[src/rtl/alu_issue_stage_if.sv]
// rtl/alu_issue_stage_if.sv - request/issue handshake bundle for the ALU issue stage
interface alu_issue_stage_if #(
    parameter int WIDTH = 32
);
    logic             in_valid;
    logic             in_ready;
    logic [2:0]       in_opcode;
    logic [WIDTH-1:0] in_op1;
    logic [WIDTH-1:0] in_op2;
    logic             out_valid;
    logic             out_ready;
    logic [WIDTH-1:0] out_op1;
    logic [WIDTH-1:0] out_op2;
    logic [7:0]       out_en;

    modport master (
        output in_valid, in_opcode, in_op1, in_op2, out_ready,
        input  in_ready, out_valid, out_op1, out_op2, out_en
    );

    modport slave (
        input  in_valid, in_opcode, in_op1, in_op2, out_ready,
        output in_ready, out_valid, out_op1, out_op2, out_en
    );
endinterface

[src/rtl/alu_issue_stage.sv]
// rtl/alu_issue_stage.sv - 2-entry operand queue feeding the ALU units with a one-hot unit enable
module alu_issue_stage #(
    parameter int WIDTH     = 32,
    parameter int CNT_WIDTH = 16
) (
    input  logic                 clk,
    input  logic                 rst,
    input  logic                 flush,
    alu_issue_stage_if.slave     bus,
    output logic [CNT_WIDTH-1:0] issued_cnt
);
    logic [1:0]           count_q, count_d;
    logic                 wr_ptr_q, wr_ptr_d;
    logic                 rd_ptr_q, rd_ptr_d;
    logic [CNT_WIDTH-1:0] cnt_q, cnt_d;

    logic [2:0]       opc_q [2];
    logic [2:0]       opc_d [2];
    logic [WIDTH-1:0] op1_q [2];
    logic [WIDTH-1:0] op1_d [2];
    logic [WIDTH-1:0] op2_q [2];
    logic [WIDTH-1:0] op2_d [2];

    logic in_ready_s;
    logic out_valid_s;
    logic push;
    logic pop;

    // ready looks only at registered occupancy, so a full queue never accepts even when popping
    assign in_ready_s  = (count_q != 2'd2);
    assign out_valid_s = (count_q != 2'd0);
    assign push        = bus.in_valid && in_ready_s;
    assign pop         = out_valid_s && bus.out_ready;

    assign bus.in_ready  = in_ready_s;
    assign bus.out_valid = out_valid_s;
    assign bus.out_op1   = out_valid_s ? op1_q[rd_ptr_q] : '0;
    assign bus.out_op2   = out_valid_s ? op2_q[rd_ptr_q] : '0;
    assign bus.out_en    = out_valid_s ? (8'd1 << opc_q[rd_ptr_q]) : 8'd0;
    assign issued_cnt    = cnt_q;

    always_comb begin
        count_d  = count_q;
        wr_ptr_d = wr_ptr_q;
        rd_ptr_d = rd_ptr_q;
        cnt_d    = cnt_q + {{(CNT_WIDTH-1){1'b0}}, pop};
        opc_d    = opc_q;
        op1_d    = op1_q;
        op2_d    = op2_q;
        if (flush) begin
            // a pop in the flush cycle is discarded, so it does not count as issued
            count_d  = 2'd0;
            wr_ptr_d = 1'b0;
            rd_ptr_d = 1'b0;
            cnt_d    = cnt_q;
        end else begin
            count_d = count_q + {1'b0, push} - {1'b0, pop};
            if (push) begin
                wr_ptr_d        = ~wr_ptr_q;
                opc_d[wr_ptr_q] = bus.in_opcode;
                op1_d[wr_ptr_q] = bus.in_op1;
                op2_d[wr_ptr_q] = bus.in_op2;
            end
            if (pop) begin
                rd_ptr_d = ~rd_ptr_q;
            end
        end
    end

    always_ff @(posedge clk or posedge rst) begin
        if (rst) begin
            count_q  <= 2'd0;
            wr_ptr_q <= 1'b0;
            rd_ptr_q <= 1'b0;
            cnt_q    <= '0;
        end else begin
            count_q  <= count_d;
            wr_ptr_q <= wr_ptr_d;
            rd_ptr_q <= rd_ptr_d;
            cnt_q    <= cnt_d;
        end
    end

    // payload storage carries no reset; validity is tracked by count_q alone
    always_ff @(posedge clk) begin
        opc_q <= opc_d;
        op1_q <= op1_d;
        op2_q <= op2_d;
    end
endmodule

[src/flat_wrapper.sv]
// flat-port wrapper written by rule: the top's interface ports become plain ports
module alu_issue_stage_flat 
#(
    parameter int WIDTH     = 32,
    parameter int CNT_WIDTH = 16
)
  (clk, rst, flush, issued_cnt, bus_in_valid, bus_in_opcode, bus_in_op1, bus_in_op2, bus_out_ready, bus_in_ready, bus_out_valid, bus_out_op1, bus_out_op2, bus_out_en);
  alu_issue_stage_if #(.WIDTH(WIDTH)) bus_i ();
  input  logic clk;
  input  logic rst;
  input  logic flush;
  output logic [CNT_WIDTH-1:0] issued_cnt;
  input wire logic [$bits(bus_i.in_valid)-1:0] bus_in_valid;
  input wire logic [$bits(bus_i.in_opcode)-1:0] bus_in_opcode;
  input wire logic [$bits(bus_i.in_op1)-1:0] bus_in_op1;
  input wire logic [$bits(bus_i.in_op2)-1:0] bus_in_op2;
  input wire logic [$bits(bus_i.out_ready)-1:0] bus_out_ready;
  output wire logic [$bits(bus_i.in_ready)-1:0] bus_in_ready;
  output wire logic [$bits(bus_i.out_valid)-1:0] bus_out_valid;
  output wire logic [$bits(bus_i.out_op1)-1:0] bus_out_op1;
  output wire logic [$bits(bus_i.out_op2)-1:0] bus_out_op2;
  output wire logic [$bits(bus_i.out_en)-1:0] bus_out_en;
  assign bus_i.in_valid = bus_in_valid;
  assign bus_i.in_opcode = bus_in_opcode;
  assign bus_i.in_op1 = bus_in_op1;
  assign bus_i.in_op2 = bus_in_op2;
  assign bus_i.out_ready = bus_out_ready;
  assign bus_in_ready = bus_i.in_ready;
  assign bus_out_valid = bus_i.out_valid;
  assign bus_out_op1 = bus_i.out_op1;
  assign bus_out_op2 = bus_i.out_op2;
  assign bus_out_en = bus_i.out_en;
  alu_issue_stage #(.WIDTH(WIDTH), .CNT_WIDTH(CNT_WIDTH)) u_core (.clk(clk), .rst(rst), .flush(flush), .bus(bus_i), .issued_cnt(issued_cnt));
endmodule
[config.mk]
export PLATFORM = sky130hd
export DESIGN_NAME = alu_issue_stage_flat
export DESIGN_NICKNAME = d
export VERILOG_FILES = /design/src/rtl/alu_issue_stage_if.sv /design/src/rtl/alu_issue_stage.sv /design/src/flat_wrapper.sv
export SDC_FILE = /design/constraint.sdc
export NUM_CORES = 1
export LEC_CHECK = 0
export ABC_AREA = 1
export BUFFER_PORTS_ARGS = -buffer_cell sky130_fd_sc_hd__buf_2
export CELL_PAD_IN_SITES_DETAIL_PLACEMENT = 1
export CELL_PAD_IN_SITES_GLOBAL_PLACEMENT = 1
export CORE_ASPECT_RATIO = 0.9
export CORE_MARGIN = 2
export CORE_UTILIZATION = 41
export CTS_CLUSTER_SIZE = 40
export DETAILED_ROUTE_END_ITERATION = 8
export PLACE_DENSITY = 0.83
export RECOVER_POWER = 100
export SETUP_SLACK_MARGIN = 0.15
export SKIP_CTS_REPAIR_TIMING = 1
export SYNTH_ARGS = -nofsm -noshare
export SYNTH_HDL_FRONTEND = slang
export SYNTH_SLANG_ARGS = --single-unit
[constraint.sdc]
create_clock -name clk -period 4.55 [get_ports clk]
set_input_delay 0.455 -clock clk [delete_from_list [all_inputs] [get_ports clk]]
set_output_delay 0.455 -clock clk [all_outputs]
set_load 0.01 [all_outputs]
; After elaboration in Yosys (flattened, before gate mapping)
; Cells that the tools add are included.
[classes]
n_mux = 24
order_cmp = 3
n_eq_ne = 1
reduce_logical = 7
n_bitwise = 5
shifts = 1
addsub = 3
[ops]
columns = op, n
row1 = two-way mux 32 bit, 9
row2 = bitwise mux 64 bit, 2
row3 = demux 32 bit (select 1 bit), 1
row4 = adder 16 x 1 -> 16 bit, 1
row5 = two-way mux 3 bit, 4
row6 = two-way mux 8 bit, 1
row7 = "left shift 1 x 3 -> 8 bit, first input constant", 1
row8 = bitwise mux 6 bit, 1
row9 = nonzero test 2 bit, 3
row10 = ">= comparator 2 bit, second input constant", 2
row11 = two-way mux 1 bit, 4
row12 = NOT 1 -> 2 bit, 2
row13 = demux 3 bit (select 1 bit), 1
row14 = logical AND 1 bit, 3
row15 = NOT 1 bit, 3
row16 = adder 2 x 1 -> 2 bit, 1
row17 = "< comparator 2 x 1 -> 1 bit, second input constant", 1
row18 = two-way mux 2 bit, 1
row19 = "!= test 2 bit, second input constant", 1
row20 = AND reduction 2 bit, 1
row21 = subtractor 2 x 1 -> 2 bit, 1
[totals]
word_cells = 54
ff_bits = 154
in_bits = 72
out_inout_bits = 90

; Depth between registers and ports, before layout
[depth]
word_depth = 6
depth_mapped = 12

; Worst setup path after synthesis
; OpenSTA, ideal clock, no wires.
[synth_timing]
path_kind = input to register
startpoint = input port bus_in_valid
endpoint = register u_core.op1_q[32] (netlist name), enable pin
required_ns = 4.058
setup_time_ns = 0.492
setup_slack_ns = 0.349
stages = 3
t_arrival_ns = 3.708
path_cell_list = a21boi_0 nand2_1 nor2_1
[synth_via]
elab_chain_len = 2
[synth_lines]
columns = item, line_no
row1 = "start, declared", flat_wrapper.sv:13  ; input wire logic [$bits(bus_i.in_valid)-1:0] bus_in_valid;
row2 = logical AND 1 bit, alu_issue_stage.sv:32  ; assign push = bus.in_valid && in_ready_s;
row3 = AND reduction 2 bit (no source line), n/a
row4 = "end signal, assigned", alu_issue_stage.sv:87  ; op1_q <= op1_d;
row5 = "end, declared", alu_issue_stage.sv:19  ; logic [WIDTH-1:0] op1_q [2];
; Every way passes these cells.
; A chain may end at the register's enable or synchronous reset.

; Final worst setup path
[layout_timing]
startpoint = register u_core.count_q[1]
endpoint = register u_core.op2_q[26] (netlist name), enable pin
[layout_via]
elab_chain_len = 3
[layout_lines]
columns = item, line_no
row1 = "start, declared", alu_issue_stage.sv:12  ; logic [1:0] count_q, count_d;
row2 = "start signal, assigned", alu_issue_stage.sv:77  ; count_q <= count_d;
row3 = != test 2 bit, alu_issue_stage.sv:30  ; assign in_ready_s = (count_q != 2'd2);
row4 = logical AND 1 bit, alu_issue_stage.sv:32
row5 = AND reduction 2 bit (no source line), n/a
row6 = "end signal, assigned", alu_issue_stage.sv:88  ; op2_q <= op2_d;
row7 = "end, declared", alu_issue_stage.sv:21  ; logic [WIDTH-1:0] op2_q [2];
; Every way passes these cells.

==> flow_summary.json <==
{
  "gp_congestion": 0.830,
  "synthesis.area_um2": 6150,
  "multi_input_comb_area_um2": 1400,
  "fin_cells": 893,
  "worst_pin_slew_ns": 1.65,
  "met3_length_mm": 1.09,
  "areaGrowthSynthToFinish_pct": 23.7,
  "h-tree-depth": 4,
  "synth.distinct_cells": 26,
  "dpl_cell_area_um2": 7150,
  "leakage_nw": 2.87,
  "synthTopCellsByArea": "edfxtp_1 65%, nand2_1 11%, dfrtp_1 8.1%, a21oi_1 5.4%, inv_1 1.8%",
  "vias": 4441,
  "vdd_drop_max_mv": 0.439,
  "synth_top_area_frac": 0.655,
  "drt_iter0_markers": 239,
  "rows": 42,
  "die_h_um": 120,
  "drv_cap": 2,
  "initial_utilization": 0.419,
  "drc": 0,
  "synth_seq_area_share": 0.736,
  "crit_path_max_fanout": 30,
  "io_pins": 162,
  "syn_nets": 593,
  "core_region_area_um2": 14700,
  "setup_tns_ns": 0,
  "nFillCells": 1646,
  "layout_worst_path_cycle_share": 0.762,
  "cts.path.max_buffers": 2,
  "seqCellArea_um2": 4530,
  "powerDensity_nw_per_um2": 563,
  "grt_pass1_vias": 4704,
  "ant_nets": 0,
  "drt_wl_total_mm": 16.1,
  "slew_violations": 29,
  "overflow": 0,
  "wl_per_cell_um": 18.1,
  "wl_met2_mm": 8.28,
  "critPathArrivalTime_ns": 3.49,
  "dp_hpwl_mm": 10.8,
  "drive_gt1_frac": 0.0892,
  "min_period_ns": 3.47,
  "drt_pass1_iterations": 4,
  "antenna_found_initial": 1,
  "clockRootBuffer": "clkbuf_16",
  "drt-vias-per-instance": 4.97,
  "crit_required_ns": 4.57,
  "reg2reg_from": "u_core.count_q[1]",
  "worstSetupEndpointType": "flop",
  "startpoint": "u_core.count_q[1]",
  "hold_viol": 0,
  "grt_pass1_wl_mm": 25.4,
  "syn_area_per_cell_um2": 11.9,
  "cts_buffers": 17,
  "post-place-cells": 861,
  "port_buffers": 161,
  "path_class": "flop to flop",
  "clk-insertion-delay-late_ns": 0.42,
  "top_layer": "met4",
  "maxSlewHeadroom": -0.0973,
  "grt_use_total": 0.209,
  "setup_viol": 0,
  "status": "complete, but fails checks",
  "clk_pin_slew_worst_paths_ns": 0.06,
  "cts_sinks": 154,
  "synth_cells": 517,
  "n_antenna_cell": 0,
  "ys_ff_latch": 154,
  "grt_max_degree": 68,
  "hold_path_class": "primary input to async pin",
  "die_w_um": 133,
  "wl_met1_mm": 6.58,
  "violations": "capacitance limit, slew limit",
  "die_area_um2": 16000,
  "cts_tree": "built",
  "rsz0062_at_grt": "false",
  "finalClockSkew_ns": 0.00829,
  "final_area_um2": 7600,
  "nets": 758,
  "yosysTopAreaCell": "edfxtp_1",
  "ys_warn_count": 0,
  "startpoint_type": "flop",
  "fmax_mhz": 288
}
[metal layers]
layer  GRT usage  vias up
met5           0        -
met4      0.0571        0
met3      0.0651       15
met2       0.356      151
met1       0.260     2183
li1            -     2092
[final timing paths]
kind                       slack [ns]                     to  depth (start not counted)
setup reg to reg                 1.08       u_core.op2_q[26]                          4
min in group clk                 0.22        u_core.opc_q[3]                          1
hold / removal                   0.17   u_core.issued_cnt[4]                          2
setup / recovery                 1.08       u_core.op2_q[26]                          4
hold reg to reg                  0.51  u_core.issued_cnt[15]                          2
max in group asynchronous        3.84        u_core.rd_ptr_q                          2
[report_power, final]
| group | internal, W | switching (W) |
|---|---|---|
| logic | 0.000266 | 0.000745 |
| clock network | 0.000975 | 0.000567 |
| registers | 0.00167 | 0.0000534 |
[critical path, stage by stage, from the launching register on]
cell and delay, ns:
dfrtp_1 0.42, a21boi_0 0.51, inv_1 0.15, nor2_4 0.71, clkbuf_1 1.26
[layout by cell type, fill, tap and decap left out]
cell type / n
a21boi_0: 1
a21o_1: 1
a21oi_1: 66
buf_2: 22
buf_4: 3
bufinv_16: 5
clkbuf_1: 142
clkbuf_16: 17
clkinv_1: 1
clkinv_2: 3
clkinv_4: 2
clkinvlp_4: 1
dfrtp_1: 19
dfrtp_2: 1
edfxtp_1: 134
ha_1: 4
inv_1: 30
inv_2: 2
inv_6: 3
nand2_1: 181
nand3_1: 9
nand3_2: 1
nand3b_1: 1
nand4_1: 10
nor2_1: 20
nor2_4: 2
o21ai_0: 4
o22ai_1: 1
or2_0: 1
or2_1: 1
xnor2_1: 2
xor2_1: 5
[cell families after synthesis]
group	after synthesis	share of synthesized area
AND/OR/NAND/NOR	226	0.148
flip-flops	154	0.736
adder cells (fa/ha/maj)	4	0.00814
AO/OA/AOI/OAI	73	0.0605
buffers and inverters	53	0.0368
XOR/XNOR	7	0.00998
[sequential cells by signal, indices dropped and copies added (netlist names)]
signal             flops
u_core.op1_q          64
u_core.op2_q          64
u_core.issued_cnt     16
u_core.opc_q           6
u_core.count_q         2
u_core.rd_ptr_q        1
u_core.wr_ptr_q        1
[cell usage after synthesis]
master	number
a21boi_0	1
a21o_1	1
a21oi_1	66
buf_2	16
buf_6	1
clkbuf_1	4
dfrtp_1	20
edfxtp_1	134
ha_1	4
inv_1	29
inv_2	3
nand2_1	180
nand2_2	1
nand3_1	9
nand3_2	1
nand3b_1	1
nand4_1	10
nor2_1	20
nor2_2	1
nor2_4	1
o21ai_0	4
o22ai_1	1
or2_0	1
or2_1	1
xnor2_1	2
xor2_1	5
[cell type report]
cell class                 count  area share
sequential                   154       0.595
multi-input combinational    310       0.184
timing repair buffer         167      0.0876
clock buffer                  17      0.0560
tap                          198      0.0326
clock inverter                15      0.0290
inverter                      32      0.0158
[stage by stage]
stage / util / hold slack (ns) / power, W / setup WS [ns]
2_1_floorplan: - / 0.419 / 0.00237 / 0.349
3_3_place_gp: 0.488 / 0.473 / 0.00279 / 1.85
3_5_place_dp: 0.488 / 0.494 / 0.00284 / 1.69
4_1_cts: 0.532 / 0.194 / 0.00439 / 1.62
5_1_grt: 0.519 / 0.201 / 0.00449 / 0.837
6_report: 0.519 / 0.171 / 0.00428 / 1.08
No activity file was read; power rests on OpenSTA's default activity.
